<file path="src/rtl/dmem_arbiter.sv">
// Two-port data-memory arbiter: latches one request, runs the memory handshake
// with a watchdog, then releases the winner for one cycle. Optional: DMEM_ARB_ROUND_ROBIN_EN.
module dmem_arbiter #(
    parameter int unsigned TIMEOUT = 16,
    parameter int unsigned CNT_W   = 8
) (
    input  logic        clk,
    input  logic        reset,

    input  logic        m0_req,
    input  logic        m0_we,
    input  logic [3:0]  m0_be,
    input  logic [31:0] m0_addr,
    input  logic [31:0] m0_wdata,
    output logic [31:0] m0_rdata,
    output logic        m0_stall,
    output logic        m0_err,

    input  logic        m1_req,
    input  logic        m1_we,
    input  logic [3:0]  m1_be,
    input  logic [31:0] m1_addr,
    input  logic [31:0] m1_wdata,
    output logic [31:0] m1_rdata,
    output logic        m1_stall,
    output logic        m1_err,

    output logic        mem_req,
    output logic        mem_we,
    output logic [3:0]  mem_be,
    output logic [31:0] mem_addr,
    output logic [31:0] mem_wdata,
    input  logic [31:0] mem_rdata,
    input  logic        mem_ready
);

    typedef enum logic [1:0] {
        IDLE,
        ACCESS,
        RESP
    } state_e;

    localparam logic [CNT_W-1:0] TMO_LAST = CNT_W'(TIMEOUT - 1);

    state_e             state_q, state_d;
    logic               owner_q, owner_d;
    logic [CNT_W-1:0]   cnt_q, cnt_d;
    logic               mem_req_q, mem_req_d;
    logic               mem_we_q, mem_we_d;
    logic [3:0]         mem_be_q, mem_be_d;
    logic [31:0]        mem_addr_q, mem_addr_d;
    logic [31:0]        mem_wdata_q, mem_wdata_d;
    logic [31:0]        rdata_q, rdata_d;
    logic               err_q, err_d;
    logic               win;

`ifdef DMEM_ARB_ROUND_ROBIN_EN
    logic               last_q, last_d;

    // On a tie the port that was not served last wins.
    assign win = (m0_req && m1_req) ? ~last_q : m1_req;
`else
    assign win = m1_req & ~m0_req;
`endif

    always_ff @(posedge clk or negedge reset) begin
        if (!reset) begin
            state_q     <= IDLE;
            owner_q     <= 1'b0;
            cnt_q       <= '0;
            mem_req_q   <= 1'b0;
            mem_we_q    <= 1'b0;
            mem_be_q    <= '0;
            mem_addr_q  <= '0;
            mem_wdata_q <= '0;
            rdata_q     <= '0;
            err_q       <= 1'b0;
`ifdef DMEM_ARB_ROUND_ROBIN_EN
            last_q      <= 1'b1;
`endif
        end else begin
            state_q     <= state_d;
            owner_q     <= owner_d;
            cnt_q       <= cnt_d;
            mem_req_q   <= mem_req_d;
            mem_we_q    <= mem_we_d;
            mem_be_q    <= mem_be_d;
            mem_addr_q  <= mem_addr_d;
            mem_wdata_q <= mem_wdata_d;
            rdata_q     <= rdata_d;
            err_q       <= err_d;
`ifdef DMEM_ARB_ROUND_ROBIN_EN
            last_q      <= last_d;
`endif
        end
    end

    always_comb begin
        state_d     = state_q;
        owner_d     = owner_q;
        cnt_d       = cnt_q;
        mem_req_d   = mem_req_q;
        mem_we_d    = mem_we_q;
        mem_be_d    = mem_be_q;
        mem_addr_d  = mem_addr_q;
        mem_wdata_d = mem_wdata_q;
        rdata_d     = rdata_q;
        err_d       = err_q;
`ifdef DMEM_ARB_ROUND_ROBIN_EN
        last_d      = last_q;
`endif

        unique case (state_q)
            IDLE: begin
                if (m0_req || m1_req) begin
                    owner_d     = win;
                    mem_req_d   = 1'b1;
                    mem_we_d    = win ? m1_we    : m0_we;
                    mem_be_d    = win ? m1_be    : m0_be;
                    mem_addr_d  = win ? m1_addr  : m0_addr;
                    mem_wdata_d = win ? m1_wdata : m0_wdata;
                    cnt_d       = '0;
                    state_d     = ACCESS;
                end
            end
            ACCESS: begin
                cnt_d = cnt_q + 1'b1;
                // Ready is tested first so an ack in the expiry cycle completes normally.
                if (mem_ready) begin
                    if (!mem_we_q) begin
                        rdata_d = mem_rdata;
                    end
                    mem_req_d = 1'b0;
                    err_d     = 1'b0;
                    state_d   = RESP;
                end else if (cnt_q == TMO_LAST) begin
                    mem_req_d = 1'b0;
                    rdata_d   = '0;
                    err_d     = 1'b1;
                    state_d   = RESP;
                end
            end
            RESP: begin
                state_d = IDLE;
`ifdef DMEM_ARB_ROUND_ROBIN_EN
                last_d  = owner_q;
`endif
            end
            default: state_d = IDLE;
        endcase
    end

    logic resp0, resp1;

    assign resp0 = (state_q == RESP) && (owner_q == 1'b0);
    assign resp1 = (state_q == RESP) && (owner_q == 1'b1);

    assign m0_stall = m0_req & ~resp0;
    assign m1_stall = m1_req & ~resp1;
    assign m0_rdata = resp0 ? rdata_q : '0;
    assign m1_rdata = resp1 ? rdata_q : '0;
    assign m0_err   = resp0 & err_q;
    assign m1_err   = resp1 & err_q;

    assign mem_req   = mem_req_q;
    assign mem_we    = mem_we_q;
    assign mem_be    = mem_be_q;
    assign mem_addr  = mem_addr_q;
    assign mem_wdata = mem_wdata_q;

endmodule

</file>
<file path="config.mk">
export PLATFORM = sky130hd
export DESIGN_NAME = dmem_arbiter
export DESIGN_NICKNAME = d
export VERILOG_FILES = /design/src/rtl/dmem_arbiter.sv
export SDC_FILE = /design/constraint.sdc
export NUM_CORES = 1
export LEC_CHECK = 0
export BUFFER_PORTS_ARGS = -buffer_cell sky130_fd_sc_hd__buf_4
export CORE_AREA = 4 4 120 122
export CTS_CLUSTER_SIZE = 20
export DETAILED_ROUTE_END_ITERATION = 12
export DIE_AREA = 0 0 124 126
export PLACE_DENSITY = 0.8
export SLEW_MARGIN = 20
export SYNTH_ARGS = -nofsm -noshare
export SYNTH_HDL_FRONTEND = slang
export SYNTH_SLANG_ARGS = --single-unit
</file>
<file path="constraint.sdc">
create_clock -name clk -period 1.78 [get_ports clk]
set_input_delay 0.356 -clock clk [delete_from_list [all_inputs] [get_ports clk]]
set_output_delay 0.356 -clock clk [all_outputs]
set_load 0.005 [all_outputs]
</file>
### Yosys cells after proc, flatten, opt, wreduce, memory -nomap -nowiden

Cells that the tools add are included.

* bits in registers: 114
* bits of input ports: 175
* output and inout bits: 138
* logic and storage cells: 59

* add/sub/neg operators: 1
* eq/ne operators: 6
* multiplexer cells: 21
* bitwise operators: 9
* reductions and logical operators: 12

Operator list (number)
* 32-bit 2-to-1 mux: 7
* 8-bit case mux with 2 select lines: 1
* 8-bit by 1-bit adder with 8-bit output, second input constant: 1
* 8-bit by 4-bit == test with 1-bit output, second input constant: 1
* 8-bit 2-to-1 mux: 1
* 2-bit AND reduction: 4
* 1-bit 2-to-1 mux: 6
* 2-bit 2-to-1 mux: 3
* 3-bit AND reduction: 2
* 1-bit bitwise AND: 5
* 4-bit 2-to-1 mux: 1
* 2-bit != test, second input constant: 2
* 1-bit inverter: 4
* 2-bit case mux with 2 select lines: 1
* 2-bit nonzero test: 2
* 3-bit != test, second input constant: 1
* 2-bit by 1-bit == test with 1-bit output, second input constant: 1
* 2-bit == test, second input constant: 1
* 1-bit logical AND: 2
* 2-bit logical NOT: 1
* 1-bit case mux with 2 select lines: 1
* 1-bit logical OR: 1

### Longest topological paths before layout

Gate-level depths: netlist (run 1).

* depth in word-level cells: 4
* mapped depth: 7
* mapped depth without buffers: 5

### Worst setup path before layout (run 1)

No wires, ideal clock.

* path type: reg2reg
* start point: register cnt_q[5]
* end point: register rdata_q[10]
* setup time: 0.121 ns
* arrival: 1.467 ns
* data required time: 1.659 ns
* slack: 0.192 ns
* stages on the path, launching flop included: 6
* path buffers: 1
* period minus slack after synthesis: 1.588 ns
* path through: dfrtp_1 -> or4_4 -> o31a_4 -> buf_6 -> nand2_1 -> nand2_1

* longest elaborated chain between the ends: 3

RTL lines
* start, declared: line 47 `logic [CNT_W-1:0] cnt_q, cnt_d;`
* start signal, assigned: line 84 `cnt_q <= cnt_d;`
* 8-bit by 4-bit == test with 1-bit output: line 136 `end else if (cnt_q == TMO_LAST) begin`
* 2-bit nonzero test (no line)
* 3-bit AND reduction (no line)
* end signal, assigned: line 90 `rdata_q <= rdata_d;`
* end, declared: line 53 `logic [31:0] rdata_q, rdata_d;`

No other way between the ends.
A chain may end at the register's enable or synchronous reset.

### Final worst setup path (run 1)

* start point: register owner_q
* end point: output port m0_rdata[8]

* longest elaborated chain between the ends: 3

RTL lines
* start, declared: line 46 `logic owner_q, owner_d;`
* start signal, assigned: line 83 `owner_q <= owner_d;`
* 1-bit inverter: line 155 `assign resp0 = (state_q == RESP) && (owner_q == 1'b0);`
* 1-bit logical AND: line 155
* 32-bit 2-to-1 mux: line 160 `assign m0_rdata = resp0 ? rdata_q : '0;`
* end, declared: line 15 `output logic [31:0] m0_rdata,`

No other way between the ends.

==> summary.md, run 1 <==
| Metric | Value |
|---|---|
| Setup violation total in the final timing report | `a little under 70` |
| Avg Cell Area, Syn | `just under 10 um^2` |
| Count of inserted antenna diode cells | `0` |
| Area contributors post-synth | `sky130_fd_sc_hd__dfrtp_1, sky130_fd_sc_hd__mux2i_1, sky130_fd_sc_hd__nand2_1` |
| Combinational power share | `39.4%` |
| TritonCTS clock tree | `yes` |
| Final net count | `1,069` |
| Final Total Pwr | `approximately 0.013 W` |
| Via count of the first global-routing pass | `5,151` |
| Max incr delay on CP | `around 420 ps` |
| Routed vias/inst | `a little under 5` |
| Net Switching | `0.00437 W` |
| Leakage power total | `approximately 4.8 nW` |
| Reg2reg end | `rdata_q[22]` |
| Type of the setup path with the least slack | `flop to output pin` |
| Global placement routability congestion | `0.790` |
| Ys Warns | `0` |
| CP Data Required Time | `roughly 1400 ps` |
| Die Y-Extent | `126 um` |
| Cell area after technology mapping | `0.00557 mm^2` |
| Largest clock skew in the final design | `5.56 ps` |
| Layout Cell Area excl Fill | `0.00896 mm^2` |
| Cells after DPL | `~1,000` |
| Final hold vios | `0` |
| Later-pin clock latency in the skew report | `between 400 and 500 ps` |
| Post-DP HPWL | `12,700 um` |
| Synth top area share | `51.2%` |
| Area of the core | `between 0.01 and 0.015 mm^2` |
| Number of levels the H-tree was split into | `4` |
| Switch share | `33.1%` |
| Overall die area | `0.0156 mm^2` |
| Leading cell types in the layout, fill and taps excluded | `sky130_fd_sc_hd__buf_4, sky130_fd_sc_hd__nand2_1, sky130_fd_sc_hd__dfrtp_1` |
| Global route total overflow | `0` |
| Reg power frac | `34.2%` |
| R2r startpoint | `cnt_q[5]` |
| Worst slew pin tran | `392 ps` |
| Clock tree buffer depth | `2` |
| Total area of multi-input combinational cells | `0.00260 mm^2` |
| Maximum number of pins on one net before global-route repair | `between 70 and 80` |
| Post-route non-filler standard cell count | `1,082` |
| Fraction of layout cells with a size suffix above 1 | `about 42%` |
| RSZ-0062 raised after global routing | `true` |
| Maximum capacitance violations | `0` |
| Number of synthesized flops with an enable pin | `0` |
| Async set-reset flop share out of synthesis | `100%` |
| Dpl cell area | `around 0.0082 mm^2` |
| Yosys top cell by area | `sky130_fd_sc_hd__dfrtp_1` |
| Number of fill cells in the layout | `1,076` |
| Failing checks | `setup timing` |
| Clock transition at the register clock pins on the worst setup and hold paths after CTS | `roughly 50 ps` |
| Clock period minus worst slack | `1940 ps` |
| Final worst hold slack | `167 ps` |
| Register bit total from synthesis | `114` |
| Aggregate routed wire length | `17,200 um` |
| Worst setup slack for register-to-register paths | `60 ps` |
| Clk sinks | `114` |
| Gr usage total | `21.3%` |
| Cell count of the worst reg-to-reg path | `4` |
| CP endpoint kind | `output pin` |
| Number of optimization iterations in the first detailed-route pass | `4` |
| Detail Route Antenna Nets | `0` |
| Leading cell type in the layout, fill and taps excluded | `sky130_fd_sc_hd__buf_4` |
| Maximum fanout along the worst path | `9` |
| Final Worst Setup Slack | `-155 ps` |
| Synthesized net count | `754` |
| Final Max Slew Viols | `0` |
| Pre-CTS worst setup slack | `107 ps` |
| Total buffers and inverters traversed by the critical path | `3` |
| Number of instances in the synthesized netlist | `578` |
| Root cell of the clock tree | `sky130_fd_sc_hd__clkbuf_16` |
| Synth Flop Type | `sky130_fd_sc_hd__dfrtp_1` |
| Number of CTS-inserted buffers | `17` |
| Number of distinct library cells after synthesis | `31` |
| Power density cells | `around 1500 mW/mm^2` |
| Initial Util | `42.2%` |
| Result of the run | `complete, but fails checks` |
| Worst Hold Path Cells | `3` |
| Worst-case hold path end point | `rdata_q[29]` |
| Count of input and output buffers | `312` |
| Core Rows | `42` |
| Portion of the clock cycle consumed by the worst path in the final layout | `109%` |
| Detailed Route Iter0 Violations | `between 200 and 300` |
| Area growth from synthesis to layout | `60.9%` |
| Top Family by Delay on Critical Path | `flip-flops` |
| Flip-flop and latch area | `0.00285 mm^2` |
| Cell type of the slowest stage on the worst timing path | `sky130_fd_sc_hd__dfrtp_1` |
| Initial antenna violation count | `0` |
| Internal power | `just under 0.009 W` |
| Launching element type of the critical path | `flop` |
| Wire length per cell after detailed routing | `15.9 um` |
| Die boundary width | `124 um` |
| Worst hold-check path type | `input port to flop` |
| Hold Crit Start | `mem_rdata[29]` |
| Total I/O pin count | `313` |
| Highest clock frequency the design can meet | `about 520 MHz` |
| First-pass GRT wire length | `26,100 um` |
| Endpoint arrival time on the critical path | `1580 ps` |
| Peak VDD IR | `0.696 mV` |
| Sequential-to-total area share from yosys stat | `51.2%` |
| Total number of vias | `5,326` |
| Relative slew slack | `73.9%` |
| Total DRC errors in the routed layout | `0` |
| Most frequent CP cell | `sky130_fd_sc_hd__buf_4` |
| Critical-path cell list | `nor3b_4, buf_4, clkbuf_16, and2_1, buf_4` |
| Clock network fraction of total power | `about a quarter` |
-- synthesized netlist by cell type (2+ instances only) --
cell                       count
sky130_fd_sc_hd__nor2b_1       3
sky130_fd_sc_hd__buf_4         2
sky130_fd_sc_hd__nand2b_1      2
sky130_fd_sc_hd__mux2i_1      73
sky130_fd_sc_hd__dfrtp_1     114
sky130_fd_sc_hd__buf_2        13
sky130_fd_sc_hd__o21ai_0      72
sky130_fd_sc_hd__a22oi_1      32
sky130_fd_sc_hd__a21oi_1       6
sky130_fd_sc_hd__buf_6         3
sky130_fd_sc_hd__nand3_1       7
sky130_fd_sc_hd__nor2_1        7
sky130_fd_sc_hd__nand2_1     140
sky130_fd_sc_hd__clkbuf_1     22
sky130_fd_sc_hd__and2_1       66
-- worst max-delay path by stage --
stage	slack, ps	startpoint	to	cells after the start
2_1_floorplan	190	cnt_q[5]	rdata_q[10]	5
3_3_place_gp	120	cnt_q[5]	rdata_q[3]	4
3_5_place_dp	110	cnt_q[5]	rdata_q[7]	4
4_1_cts	-120	owner_q	m0_rdata[29]	4
5_1_grt	-230	owner_q	m0_rdata[12]	5
6_report	-160	owner_q	m0_rdata[8]	5
-- through the flow --
step	util, %	TNS (ps)
floorplan	-	0
global placement	62.1	0
detailed placement	62.1	0
CTS	66.9	-6300
global route	67.9	-12910
finish	67.9	-7560
-- cell type report --
cell class / count / area share, %
Clock inverter: 10 / 1.45
Clock buffer: 22 / 5.40
Multi-Input combinational cell: 424 / 29.0
Timing Repair Buffer: 335 / 29.8
Sequential cell: 114 / 31.8
Inverter: 1 / 0.0419
Tap cell: 176 / 2.46
-- tightest hold or removal path, cell delays in order --
cell                      delay (ps)
sky130_fd_sc_hd__buf_4            80
sky130_fd_sc_hd__a22oi_1          50
sky130_fd_sc_hd__nand2_1          60
-- kinds of logic after synthesis --
kind of cell | share of synthesized area, %
AND/OR/NAND/NOR | 19.6
AO/OA/AOI/OAI | 12.0
flip-flops | 51.2
multiplexers | 13.1
buffers and inverters | 3.66
XOR/XNOR | 0.157
adder cells (fa/ha/maj) | 0.225
-- sequential cells by signal (all words and copies together) (netlist names) --
| signal | flops |
|---|---|
| mem_addr | 32 |
| mem_wdata | 32 |
| rdata_q | 32 |
| cnt_q | 8 |
| mem_be | 4 |
| state_q | 2 |
| err_q | 1 |
| mem_req | 1 |
| mem_we | 1 |
| owner_q | 1 |
-- power groups by stage --
stage	Clock (W)	Combinational, W	Sequential [W]
2_1_floorplan	0	0.00238	0.00443
3_3_place_gp	0	0.00495	0.00447
3_5_place_dp	0	0.00508	0.00453
4_1_cts	0.00354	0.00512	0.00450
5_1_grt	0.00367	0.00583	0.00468
6_report	0.00348	0.00520	0.00452
-- layer usage --
layer	GRT usage [%]	vias to the layer above	wire length (um)	share of wire (%)
met5	0	-	0	0
met1	25.7	2446	6390	37
met4	7.60	0	367	2.1
met3	7.04	29	1710	9.9
li1	-	2610	-	-
met2	35.5	241	8780	51
-- what timing repair did --
item,CTS,global route
pin swaps,1,2
hold buffers,1,0
endpoints found under the setup margin,68,70
gates resized for setup,1,15
endpoints found under the hold margin,66,0
cloned,0,4
setup buffers,1,3
(Power assumes the default switching activity.)
==> inputs of run 2 (changes only) <==
- BUFFER_PORTS_ARGS: -buffer_cell sky130_fd_sc_hd__buf_4 -> not set
- DONT_BUFFER_PORTS: not set -> 1
- PLACE_DENSITY: 0.8 -> 0.6
==> summary.md, run 2 (same netlist as run 1, synthesis figures left out) <==
| Metric | Value |
|---|---|
| Result of the run | `complete, but fails checks (unchanged)` |
| Failing checks | `hold timing, setup timing (was setup timing)` |
| Highest clock frequency the design can meet | `553 MHz (was 517 MHz)` |
| Count of inserted antenna diode cells | `0 (unchanged)` |
| Later-pin clock latency in the skew report | `400 ps (was 410 ps)` |
| Leading cell types in the layout, fill and taps excluded | `sky130_fd_sc_hd__nand2_1, sky130_fd_sc_hd__dfrtp_1, sky130_fd_sc_hd__mux2i_1 (was sky130_fd_sc_hd__buf_4, sky130_fd_sc_hd__nand2_1, sky130_fd_sc_hd__dfrtp_1)` |
| First-pass GRT wire length | `22,100 um (was 26,100 um)` |
| Gr usage total | `18.7% (was 21.3%)` |
| CP endpoint kind | `output pin (unchanged)` |
| Detailed Route Iter0 Violations | `199 (was 298)` |
| Final net count | `746 (was 1,069)` |
| Total I/O pin count | `313 (unchanged)` |
| Power density cells | `1760 mW/mm^2 (was 1470 mW/mm^2)` |
| Clock period minus worst slack | `1810 ps (was 1940 ps)` |
| Count of input and output buffers | `0 (was 312)` |
| Peak VDD IR | `0.715 mV (was 0.696 mV)` |
| Fraction of layout cells with a size suffix above 1 | `13.7% (was 42.3%)` |
| Endpoint arrival time on the critical path | `1450 ps (was 1580 ps)` |
| Total DRC errors in the routed layout | `0 (unchanged)` |
| Area growth from synthesis to layout | `16.4% (was 60.9%)` |
| Global placement routability congestion | `0.775 (was 0.790)` |
| Die Y-Extent | `126 um (unchanged)` |
| Number of levels the H-tree was split into | `4 (unchanged)` |
| Detail Route Antenna Nets | `0 (unchanged)` |
| Aggregate routed wire length | `15,000 um (was 17,200 um)` |
| Overall die area | `0.0156 mm^2 (unchanged)` |
| Setup TNS after final layout | `-554 ps (was -7560 ps)` |
| Number of optimization iterations in the first detailed-route pass | `4 (unchanged)` |
| Clk sinks | `114 (unchanged)` |
| Number of CTS-inserted buffers | `17 (unchanged)` |
| Area of the core | `0.0132 mm^2 (unchanged)` |
| Worst slew pin tran | `349 ps (was 392 ps)` |
| Relative slew slack | `76.1% (was 73.9%)` |
| Final Worst Setup Slack | `-29.3 ps (was -155 ps)` |
| Leakage power total | `3.19 nW (was 4.82 nW)` |
| Wire length per cell after detailed routing | `19.7 um (was 15.9 um)` |
| RSZ-0062 raised after global routing | `true (unchanged)` |
| Type of the setup path with the least slack | `flop to output pin (unchanged)` |
| Initial antenna violation count | `0 (unchanged)` |
| Final hold vios | `114 (was 0)` |
| Core Rows | `42 (unchanged)` |
| Largest clock skew in the final design | `4.20 ps (was 5.56 ps)` |
| Via count of the first global-routing pass | `4,078 (was 5,151)` |
| Clock tree buffer depth | `2 (unchanged)` |
| Maximum capacitance violations | `0 (unchanged)` |
| Final Total Pwr | `0.0114 W (was 0.0132 W)` |
| Post-DP HPWL | `10,800 um (was 12,700 um)` |
| Final worst hold slack | `-351 ps (was 167 ps)` |
| Routed vias/inst | `5.37 (was 4.92)` |
| Maximum number of pins on one net before global-route repair | `115 (was 75)` |
| Leading cell type in the layout, fill and taps excluded | `sky130_fd_sc_hd__nand2_1 (was sky130_fd_sc_hd__buf_4)` |
| Maximum fanout along the worst path | `17 (was 9)` |
| CP Data Required Time | `1420 ps (about the same)` |
| Initial Util | `42.2% (unchanged)` |
| Clock transition at the register clock pins on the worst setup and hold paths after CTS | `50 ps (about the same)` |
| Portion of the clock cycle consumed by the worst path in the final layout | `102% (was 109%)` |
| Final Max Slew Viols | `0 (unchanged)` |
| Worst hold-check path type | `input port to async pin (was input port to flop)` |
| TritonCTS clock tree | `yes (unchanged)` |
| Root cell of the clock tree | `sky130_fd_sc_hd__clkbuf_16 (unchanged)` |
| Launching element type of the critical path | `flop (unchanged)` |
| Die boundary width | `124 um (unchanged)` |
| Setup violation total in the final timing report | `56 (was 68)` |
| Total number of vias | `4,069 (was 5,326)` |
| Global route total overflow | `0 (unchanged)` |
-- run 2: layout make-up --
type                    count  area, um^2
well taps                 176         220
multi-input cells         424        2640
clock buffers              21         460
fillers                  1246        6700
flip-flops and latches    114        2850
repair buffers             12         148
inverters                   1        3.75
clock inverters            10         158
-- run 2: power breakdown --
group	switching [W]	total, W	internal [W]
registers	0.00110	0.00483	0.00374
logic	0.00170	0.00301	0.00131
clock network	0.00115	0.00355	0.00240
total	0.00395	0.0114	0.00744
-- run 2: timing repair --
item                                    in CTS  in global routing
setup buffers                                3                  0
endpoints found under the setup margin      67                 70
pin swaps                                    1                 18
endpoints found under the hold margin      114                114
resized for setup                           10                 27
cloned                                       1                  2
-- run 2: per-stage QoR --
step / worst slack [ps] / instances / area [um^2] / util [%]
4_1_cts: -61.9 / 758 / 6440 / 48.8
5_1_grt: -81.4 / 758 / 6490 / 49.2
6_report: -29.3 / 758 / 6490 / 49.2
3_5_place_dp: 72.0 / 723 / 5740 / 43.5
2_1_floorplan: 192 / 578 / 5570 / -
3_3_place_gp: 120 / 723 / 5740 / 43.5
-- run 2: worst max-delay path, stage by stage, from the launching register on --
cell	delay, ps
sky130_fd_sc_hd__dfrtp_2	420
sky130_fd_sc_hd__nor3b_4	240
sky130_fd_sc_hd__buf_6	210
sky130_fd_sc_hd__and2_4	180
-- run 2: metal layers --
metal	track usage, %	routed length [um]
met2	33.0	7760
met1	20.8	5620
met3	6.05	1320
met4	6.70	250
met5	0	0
-- run 2: final timing paths --
path / startpoint / end / slack [ps] / depth (start not counted)
worst min-delay path: reset / rdata_q[21] / -350 / 0
worst min register to register: cnt_q[7] / cnt_q[7] / 490 / 1
worst max register to register: cnt_q[4] / rdata_q[1] / 50 / 4
worst max-delay path: state_q[0] / m0_rdata[11] / -30 / 3
max in group asynchronous: reset / mem_be[2] / 1890 / 0
min in group clk: mem_ready / err_q / 30 / 1
